$ cat config.mk
export PLATFORM = sky130hd
export DESIGN_NAME = servo_pwm_multi
export DESIGN_NICKNAME = d
export VERILOG_FILES = /design/src/rtl/servo_pwm_pkg.sv /design/src/rtl/servo_pwm_channel.sv /design/src/rtl/servo_pwm_multi.sv
export SDC_FILE = /design/constraint.sdc
export NUM_CORES = 1
export LEC_CHECK = 0
export ABC_AREA = 1
export ABC_CLOCK_PERIOD_IN_PS = 3150
export CAP_MARGIN = 20
export CELL_PAD_IN_SITES_DETAIL_PLACEMENT = 1
export CELL_PAD_IN_SITES_GLOBAL_PLACEMENT = 2
export CORE_ASPECT_RATIO = 1.4
export CORE_MARGIN = 2
export CORE_UTILIZATION = 39
export DETAILED_ROUTE_END_ITERATION = 8
export PLACE_DENSITY = 0.83
export SLEW_MARGIN = 30
export SYNTH_ARGS = -nofsm -noshare
export SYNTH_HDL_FRONTEND = slang
export SYNTH_SLANG_ARGS = --single-unit
$ cat constraint.sdc
create_clock -name clk -period 3.15 [get_ports clk]
set_input_delay 0.4725 -clock clk [delete_from_list [all_inputs] [get_ports clk]]
set_output_delay 0.4725 -clock clk [all_outputs]
set_load 0.05 [all_outputs]
$ cat src/rtl/servo_pwm_pkg.sv
// Shared definitions for the multi-channel servo PWM generator.
// Default timing constants, the position word type and the clamp helper.
package servo_pwm_pkg;

    localparam int unsigned DEF_NUM_CH    = 2;
    localparam int unsigned DEF_POS_W     = 11;
    localparam int unsigned DEF_MAX_POS   = 1000;
    localparam int unsigned DEF_MIN_PULSE = 1000;
    localparam int unsigned DEF_PERIOD    = 3000;
    localparam int unsigned DEF_CNT_W     = 12;
    localparam int unsigned DEF_TICK_DIV  = 100;
    localparam int unsigned DEF_SLEW_STEP = 16;

    typedef logic [DEF_POS_W-1:0] pos_t;

    // Saturate a requested position at the mechanical limit.
    function automatic logic [31:0] clamp_pos(input logic [31:0] value,
                                              input logic [31:0] max_pos);
        return (value > max_pos) ? max_pos : value;
    endfunction

endpackage

$ cat src/rtl/servo_pwm_channel.sv
// One servo channel: shadow/active position registers and the pulse comparator.
// Optional macro SERVO_SLEW_EN limits how far active may move per commit.
module servo_pwm_channel
    import servo_pwm_pkg::*;
#(
    parameter int unsigned POS_W     = DEF_POS_W,
    parameter int unsigned MAX_POS   = DEF_MAX_POS,
    parameter int unsigned MIN_PULSE = DEF_MIN_PULSE,
`ifdef SERVO_SLEW_EN
    parameter int unsigned SLEW_STEP = DEF_SLEW_STEP,
`endif
    parameter int unsigned CNT_W     = DEF_CNT_W
)
(
    input  logic             clk,
    input  logic             rst,
    input  logic             wr_en,
    input  logic [POS_W-1:0] wr_data,
    input  logic             commit,
    input  logic [CNT_W-1:0] cntr,
    output logic             pwm
);

    localparam logic [POS_W-1:0] RESET_POS = POS_W'(MAX_POS / 2);

    logic [POS_W-1:0] shadow;
    logic [POS_W-1:0] active;
    logic [POS_W-1:0] next_active;
    logic [CNT_W-1:0] threshold;

`ifdef SERVO_SLEW_EN
    localparam logic [POS_W-1:0] STEP = POS_W'(SLEW_STEP);
    logic [POS_W-1:0] diff;

    // Move active toward shadow by at most STEP per commit.
    always_comb begin
        next_active = active;
        diff        = '0;
        if (shadow > active) begin
            diff        = shadow - active;
            next_active = active + ((diff > STEP) ? STEP : diff);
        end else if (shadow < active) begin
            diff        = active - shadow;
            next_active = active - ((diff > STEP) ? STEP : diff);
        end
    end
`else
    assign next_active = shadow;
`endif

    assign threshold = CNT_W'(MIN_PULSE) + CNT_W'(active);

    // Shadow takes writes anytime; active only changes at the period boundary.
    always_ff @(posedge clk or posedge rst) begin
        if (rst) begin
            shadow <= RESET_POS;
            active <= RESET_POS;
        end else begin
            if (wr_en)
                shadow <= POS_W'(clamp_pos(32'(wr_data), MAX_POS));
            if (commit)
                active <= next_active;
        end
    end

    // Registered comparator output, one clock behind the period counter.
    always_ff @(posedge clk or posedge rst) begin
        if (rst)
            pwm <= 1'b0;
        else
            pwm <= (cntr < threshold);
    end

endmodule

$ cat src/rtl/servo_pwm_multi.sv
// Multi-channel servo PWM generator: prescaler, period counter, commit
// timing, valid/ready write port and per-channel decode.
// Optional macro SERVO_SLEW_EN enables per-period slew limiting in each channel.
module servo_pwm_multi
    import servo_pwm_pkg::*;
#(
    parameter int unsigned NUM_CH    = DEF_NUM_CH,
    parameter int unsigned POS_W     = DEF_POS_W,
    parameter int unsigned MAX_POS   = DEF_MAX_POS,
    parameter int unsigned MIN_PULSE = DEF_MIN_PULSE,
    parameter int unsigned PERIOD    = DEF_PERIOD,
    parameter int unsigned CNT_W     = DEF_CNT_W,
    parameter int unsigned TICK_DIV  = DEF_TICK_DIV,
    parameter int unsigned SLEW_STEP = DEF_SLEW_STEP,
    localparam int unsigned CH_W     = (NUM_CH > 1) ? $clog2(NUM_CH) : 1
)
(
    input  logic              clk,
    input  logic              rst,
    input  logic              pos_valid,
    input  logic [CH_W-1:0]   pos_ch,
    input  logic [POS_W-1:0]  pos_data,
    output logic              pos_ready,
    output logic [NUM_CH-1:0] pwm_out,
    output logic              period_start
);

    localparam int unsigned PRESC_W = (TICK_DIV > 1) ? $clog2(TICK_DIV) : 1;

    // Elaboration-time sanity checks on the parameter set.
    if (PERIOD <= MIN_PULSE + MAX_POS) begin : g_bad_period
        $error("PERIOD must exceed MIN_PULSE + MAX_POS");
    end
    if (PERIOD - 1 >= (64'd1 << CNT_W)) begin : g_bad_cnt_w
        $error("CNT_W too narrow for PERIOD-1");
    end
    if (SLEW_STEP == 0) begin : g_bad_step
        $error("SLEW_STEP must be non-zero");
    end

    logic [PRESC_W-1:0] presc;
    logic [CNT_W-1:0]   cntr;
    logic               tick;
    logic               wrap;
    logic               ready_en;
    logic               accept;

    assign tick      = (presc == PRESC_W'(TICK_DIV - 1));
    assign wrap      = tick && (cntr == CNT_W'(PERIOD - 1));
    // Writes are refused only in the commit cycle so shadow is stable while copied.
    assign pos_ready = ready_en && !wrap;
    assign accept    = pos_valid && pos_ready;

    // Prescaler: one tick every TICK_DIV clocks.
    always_ff @(posedge clk or posedge rst) begin
        if (rst)
            presc <= '0;
        else if (tick)
            presc <= '0;
        else
            presc <= presc + 1'b1;
    end

    // Period counter: advances on tick, wraps after PERIOD-1.
    always_ff @(posedge clk or posedge rst) begin
        if (rst)
            cntr <= '0;
        else if (wrap)
            cntr <= '0;
        else if (tick)
            cntr <= cntr + 1'b1;
    end

    // period_start marks the first cycle of cntr==0; ready opens one edge after reset.
    always_ff @(posedge clk or posedge rst) begin
        if (rst) begin
            period_start <= 1'b0;
            ready_en     <= 1'b0;
        end else begin
            period_start <= wrap;
            ready_en     <= 1'b1;
        end
    end

    for (genvar i = 0; i < NUM_CH; i++) begin : g_ch
        servo_pwm_channel #(
            .POS_W     (POS_W),
            .MAX_POS   (MAX_POS),
            .MIN_PULSE (MIN_PULSE),
`ifdef SERVO_SLEW_EN
            .SLEW_STEP (SLEW_STEP),
`endif
            .CNT_W     (CNT_W)
        ) u_ch (
            .clk     (clk),
            .rst     (rst),
            .wr_en   (accept && (int'(pos_ch) == i)),
            .wr_data (pos_data),
            .commit  (wrap),
            .cntr    (cntr),
            .pwm     (pwm_out[i])
        );
    end

endmodule

==> run_results.csv <==
group,metric,value,unit
finish,n_antenna_cell,0,
status,outcome,"finished, final reports clean",
logic_synthesis,syn_area,3750,um2
finish,multi_input_area,1790,um2
grt,grt_pass1_wl,16.1,mm
timing,finalSetupViolCount,0,
setup_path,crit_required,2680,ps
route,drt-total-wl,9.46,mm
floorplan,rows,42,
grt,grt.overflow.total,0,
finish,layout.nets,524,
timing,drv_slew,0,
power,p_leak,2.17,nW
clock_network,clkSinkCount,67,
power,ir_drop,359,uV
logic_synthesis,yosysUniqueCellTypes,29,
setup_path,critPathKind,"reg -> out",
setup_path,critPathTopFamily,"buffers and inverters",
grt,grt_util_all_layers,20.3,%
setup_path,crit_fanout,6,
floorplan,die_w,86.9,um
clock_network,clockBufferDepth,2,
placement,gp_congestion,0.801,
hold_path,hold_path_class,"reg -> reg",
timing,layout_setup_ws,288,ps
power,pwr-share-seq,41.7,%
power,power_switching,0.000476,W
finish,final_util,46.6,%
timing,grt_setup_unrepaired,"false",
grt,grt_antenna_before_repair,0,
setup_path,worst_setup_path_end_kind,"output pin",
timing,fin_skew,6.90,ps
setup_path,cp_slowest_stage_delay,810,ps
timing,slew-limit-headroom,61.4,%
clock_network,cts_tree,"built",
route,via_per_inst,5.21,
route,detail-route-antenna-nets,0,
setup_path,cp-start-kind,"register",
placement,dp_hpwl,7.04,mm
timing,period_minus_slack,2860,ps
clock_network,path_clk_slew,60,ps
placement,dpl_cell_area,4030,um2
timing,hold_viol,0,
logic_synthesis,synth_xor_area_share,3.50,%
power,powerDensity,516,nW/um2
timing,hold_ws,469,ps
route,wire_per_inst,15.8,um
timing,fmax,349,MHz
timing,tns,0,ps
clock_network,root_buffer,"clkbuf_16",
logic_synthesis,synthSimpleGateAreaFrac,28.3,%
logic_synthesis,ys_seq_area_share,45.5,%
clock_network,cts_max_level,3,
floorplan,start_util,39.9,%
clock_network,clock_latency,330,ps
placement,portBuffers,18,
clock_network,cts_resized,0,
finish,layout_commonest_cell,"nand2_1",
setup_path,crit_top_cell,"nor2_1",
logic_synthesis,synth_cells,461,
finish,drive_above_1_share,11.3,%
placement,pre_cts_slack,649,ps
floorplan,dieHeight,120,um
grt,grt_max_degree,43,
clock_network,cts-buffers-inserted,9,
grt,grt_pass1_vias,3381,
power,internal_power,0.00179,W
logic_synthesis,synth_compound_area_share,7.17,%
floorplan,coreArea,9410,um2
floorplan,io-pin-count,19,
finish,fillerInstances,1146,
power,comb_power_share,5.0,%
logic_synthesis,synth.mux.area_fraction,0,%
finish,fin_area,4390,um2
setup_path,crit_arrival,2390,ps
timing,worstMarginPinSlew,578,ps
logic_synthesis,syn_nets,502,
timing,period_share,90.9,%
setup_path,crit_buf_inv,1,
finish,seqCellArea,1710,um2
logic_synthesis,yosysWarnings,0,
logic_synthesis,synth-seq-cells,67,
setup_path,cp_cell_sequence,"ha_1, nand2_1, nor2_1, nand3_1, nor2_4, nor2_1, clkdlybuf4s50_1",
floorplan,die_area,10400,um2
route,drt_pass1_iterations,4,
finish,area_delta_synth_final,16.9,%
route,vias,3116,
clock_network,cts_setup_buffers,0,
logic_synthesis,syn_avg_cell_area,8.14,um2
clock_network,cts_hold_buffers,0,
power,swShare,21.0,%
route,first_iter_violations,114,
power,power_frac_clock,53.3,%
run,maxCapViolations,0,
setup_path,slowest_stage,"clkdlybuf4s50_1",
logic_synthesis,synth_fa_ha_area_share,8.67,%
finish,final_cell_mix,"nand2_1 (166), inv_1 (48), dfrtp_1 (43)",
route,route.detailed.drc,0,
logic_synthesis,synth_top_family_by_area,"simple AND/OR/NAND/NOR gates",
-- Yosys cell counts --
library cell / instances / area share, %
nand3_1: 18 / 2.4
xor2_1: 13 / 3.0
o21ai_0: 19 / 2.5
o21ai_1: 4 / 0.53
nand4_2: 3 / 1.0
inv_1: 49 / 4.9
o211ai_1: 2 / 0.40
a31oi_1: 1 / 0.17
conb_1: 1 / 0.10
buf_4: 5 / 1.0
nor2_2: 2 / 0.33
a21boi_0: 1 / 0.20
buf_2: 2 / 0.27
xnor2_1: 2 / 0.47
nor2_4: 4 / 1.2
nand3_2: 2 / 0.53
a21oi_1: 25 / 3.3
nand3b_1: 1 / 0.20
ha_1: 26 / 8.7
nand2_1: 166 / 17
dfstp_2: 24 / 17
buf_6: 2 / 0.60
nor3_1: 15 / 2.0
nor2_1: 22 / 2.2
nor4_1: 2 / 0.33
nand4_1: 5 / 0.83
dfrtp_1: 43 / 29
or2_2: 1 / 0.17
nand3_4: 1 / 0.47
-- final cells by class --
class                   instances  share of cell area (%)
multi-input cells             336                    40.8
flip-flops and latches         67                    38.9
well taps                     110                    3.14
inverters                      49                    4.19
clock inverters                 5                    2.42
repair buffers                 20                    4.73
clock buffers                  11                    5.79
-- flip-flops by register name, indices dropped and copies added (netlist names) --
name                   cells
cntr                      12
g_ch.u_ch.active          22
g_ch.u_ch.next_active     22
g_ch.u_ch.pwm              2
period_start               1
presc                      7
ready_en                   1
-- power groups by stage --
stage / clock (W) / combinational [W] / sequential (W)
after floorplan: 0 / 0.0000704 / 0.000949
after global placement: 0 / 0.000112 / 0.000955
after detailed placement: 0 / 0.000116 / 0.000957
after CTS: 0.00123 / 0.000118 / 0.000943
after global routing: 0.00127 / 0.000131 / 0.000948
final: 0.00121 / 0.000114 / 0.000943
-- final timing paths --
path,startpoint,endpoint,slack [ps],depth (start not counted)
hold / removal,g_ch[1].u_ch.next_active[9]$_DFFE_PP0P_,g_ch[1].u_ch.active[9]$_DFFE_PP0N_,470,2
setup reg to reg,g_ch[0].u_ch.active[3]$_DFFE_PP0N_,g_ch[0].u_ch.pwm$_DFF_PP0_,930,10
hold reg to reg,g_ch[1].u_ch.next_active[9]$_DFFE_PP0P_,g_ch[1].u_ch.active[9]$_DFFE_PP0N_,470,2
min in group asynchronous,rst,g_ch[1].u_ch.active[10]$_DFFE_PP0N_,530,2
max in group asynchronous,rst,g_ch[0].u_ch.next_active[2]$_DFFE_PP1P_,1920,3
setup / recovery,cntr[0]$_DFFE_PP0P_,pos_ready,290,7
-- through the flow --
stage / total power, W / std cells
final: 0.00226 / 598
after global routing: 0.00235 / 598
after CTS: 0.00229 / 598
after detailed placement: 0.00107 / 582
after global placement: 0.00107 / 582
after floorplan: 0.00102 / 461
-- worst reg2reg max path: stages, from the launching register on --
cell,delay (ps)
dfrtp_1,420
ha_1,230
nor3_1,280
nand2_1,130
o21ai_0,280
ha_1,310
nand2_1,120
nor2_1,70
nand2_1,70
o211ai_1,90
a21oi_1,150
-- cell families after synthesis --
group	count (synthesis)
and+or+nand+nor	242
AOI/OAI and AO/OA	52
buffers and inverters	58
other	1
xor gates and xnor gates	15
adders and majority gates	26
DFF	67
-- metal layers --
layer | routed length [um] | vias to the layer above | track usage [%] | part of all wire, %
li1 | - | 1529 | - | -
met1 | 3880 | 1535 | 22.7 | 41
met2 | 5180 | 37 | 37.2 | 55
met3 | 175 | 15 | 3.99 | 1.8
met4 | 221 | 0 | 7.23 | 2.3
met5 | 0 | - | 0 | 0
(Power assumes the default switching activity.)
==> RTL change: new RTL, same settings <==
The package constant `DEF_NUM_CH` goes from 2 to 4.
--- a/src/rtl/servo_pwm_pkg.sv
+++ b/src/rtl/servo_pwm_pkg.sv
@@ -3,5 +3,5 @@
 package servo_pwm_pkg;
 
-    localparam int unsigned DEF_NUM_CH    = 2;
+    localparam int unsigned DEF_NUM_CH    = 4;
     localparam int unsigned DEF_POS_W     = 11;
     localparam int unsigned DEF_MAX_POS   = 1000;
Ports: changed (resized pos_ch and pwm_out); port bits go from 19 to 22. The function was not compared with the original's and may differ.
==> RTL change against the unedited design <==
  * Routed wire length increased by 67%
  * Hold slack got worse by 0.0017 ns
  * Clock skew increased by 0.0036 ns
  * Largest cell class unchanged
  * Cell count increased by 61%
  * Sequential power increased by 76%
  * Area after synthesis increased by 64%
  * Die area increased by 62%
  * Final area increased by 62%
  * Maximum frequency increased by 8.8%
  * Setup slack improved by 0.23 ns
  * Total power increased by 61%
  * Sequential cell count increased by 46
  * Critical endpoint unchanged
==> RTL change: results (changes against the unedited design) <==
stage	metric	value	unit	change
worst_setup_path	Crit Path Max Fanout	8		was 6
global_route	GRT Total Usage	0.208		was 0.203
routing	WL met2	7990	µm	was 5180 µm
finish	share of cells above drive strength 1	0.126		was 0.113
worst_setup_path	crit-path max cell delay	0.50	ns	was 0.81 ns
finish	Non-CTS inverters	66		was 49
worst_setup_path	R2R depth	8		was 10
logic_synthesis	Yosys cell types	31		was 29
routing	vias per cell	5.09		was 5.21
worst_setup_path	Crit path max-delay family	simple AND/OR/NAND/NOR gates		was buffers and inverters
finish	non-filler cells, final	965		was 598
global_route	pin count of the biggest net entering global routing	114		was 43
finish	nets@finish	822		was 524
placement	HPWL Detailed	11500	µm	was 7040 µm
global_route	first-pass GRT wire length	27000	µm	was 16100 µm
cts	post-CTS setup buffers	0		unchanged
pwr	VDD IR max	0.276	mV	was 0.359 mV
logic_synthesis	most common flop cell mapped by yosys	dfrtp_1		unchanged
placement	DP Area	6540	µm²	was 4030 µm²
finish	clock buffer count	18		was 11
timing	setup ws final	0.518	ns	was 0.288 ns
finish	ClkCell Share	0.0788		was 0.0821
floorplanning	die area	16900	µm²	was 10400 µm²
worst_setup_path	r2r endpoint	g_ch[1].u_ch.active[0]		was g_ch[0].u_ch.pwm
routing	wire length per cell	16.4	µm	was 15.8 µm
placement	Placer Congestion	0.881		was 0.801
worst_setup_path	R2R setup slack	0.77	ns	was 0.93 ns
cts	H-tree levels	4		was 3
logic_synthesis	Seq/Total Area, Yosys	0.468		was 0.455
finish	FILL cells	1885		was 1146
timing	Worst Tran Pin Value	0.647	ns	was 0.578 ns
finish	Signal buf overhead	0.0353		was 0.0473
pwr	Pleak	3.52	nW	was 2.17 nW
cts	Num Clock Sinks	113		was 67
finish	bufs w/o clock	25		was 20
finish	Multi-input gate area	2900	µm²	was 1790 µm²
finish	fraction of area in registers	0.407		was 0.389
global_route	vias in the first global route	5334		was 3381
routing	initial drt markers	157		was 114
finish	multi-input gate count	533		was 336
logic_synthesis	syn_nets	797		was 502
placement	Place WS	0.812	ns	was 0.649 ns
worst_setup_path	cell at the slowest stage of the critical path	dfrtp_1		was clkdlybuf4s50_1
run_status	outcome	finished clean		unchanged
worst_setup_path	CP startpoint	cntr[1]		was cntr[0]
placement	Port Buf Inserts	21		was 18
finish	diode count	0		unchanged
logic_synthesis	Synth top cells by count	nand2_1, dfrtp_1, inv_1		was nand2_1, inv_1, dfrtp_1
cts	clock buffer count from CTS	17		was 9
finish	finished layout cell area	7100	µm²	was 4390 µm²
timing	Clock Skew	0.0105	ns	was 0.00690 ns
logic_synthesis	Async SR Flop Fraction	1.00		unchanged
logic_synthesis	Avg Inst Size Synth	8.44	µm²	was 8.14 µm²
routing	total length of routed met3 wires	336	µm	was 175 µm
logic_synthesis	top cells by area, synth	dfrtp_1, dfstp_2, nand2_1		unchanged
placement	Placed Cells incl. Taps	933		was 582
cts	clk_lat worst skew	0.42	ns	was 0.33 ns
worst_hold_path	HP Start	presc[0]		was g_ch[1].u_ch.next_active[9]
routing	M1 WL	7020	µm	was 3880 µm
[RTL change: metal layers]
layer,track usage,up-vias
met2,0.348,64
met5,0,-
met3,0.0409,27
met4,0.0774,0
li1,-,2415
met1,0.262,2406
[RTL change: cell families after synthesis]
family / Yosys count / share of synthesized area
buf+inv: 85 / 0.0621
flops: 113 / 0.468
other cells: 1 / 0.000608
compound gates: 87 / 0.0775
xor+xnor: 29 / 0.0412
fa+ha+maj: 50 / 0.101
simple gates: 366 / 0.249
[RTL change: worst min path at each step]
stage	end	slack [ns]	cells after the start
final	presc[0]	0.47	1
after global routing	presc[0]	0.48	1
after CTS	presc[0]	0.47	1
after detailed placement	g_ch[2].u_ch.active[0]	0.46	2
after global placement	presc[0]	0.45	1
after floorplan	presc[0]	0.43	1
[RTL change: report_power, final]
group / total [mW] / switching (mW) / internal [mW]
registers: 1.66 / 0.0673 / 1.59
logic: 0.190 / 0.122 / 0.0687
clock network: 1.80 / 0.758 / 1.05
total: 3.65 / 0.947 / 2.71
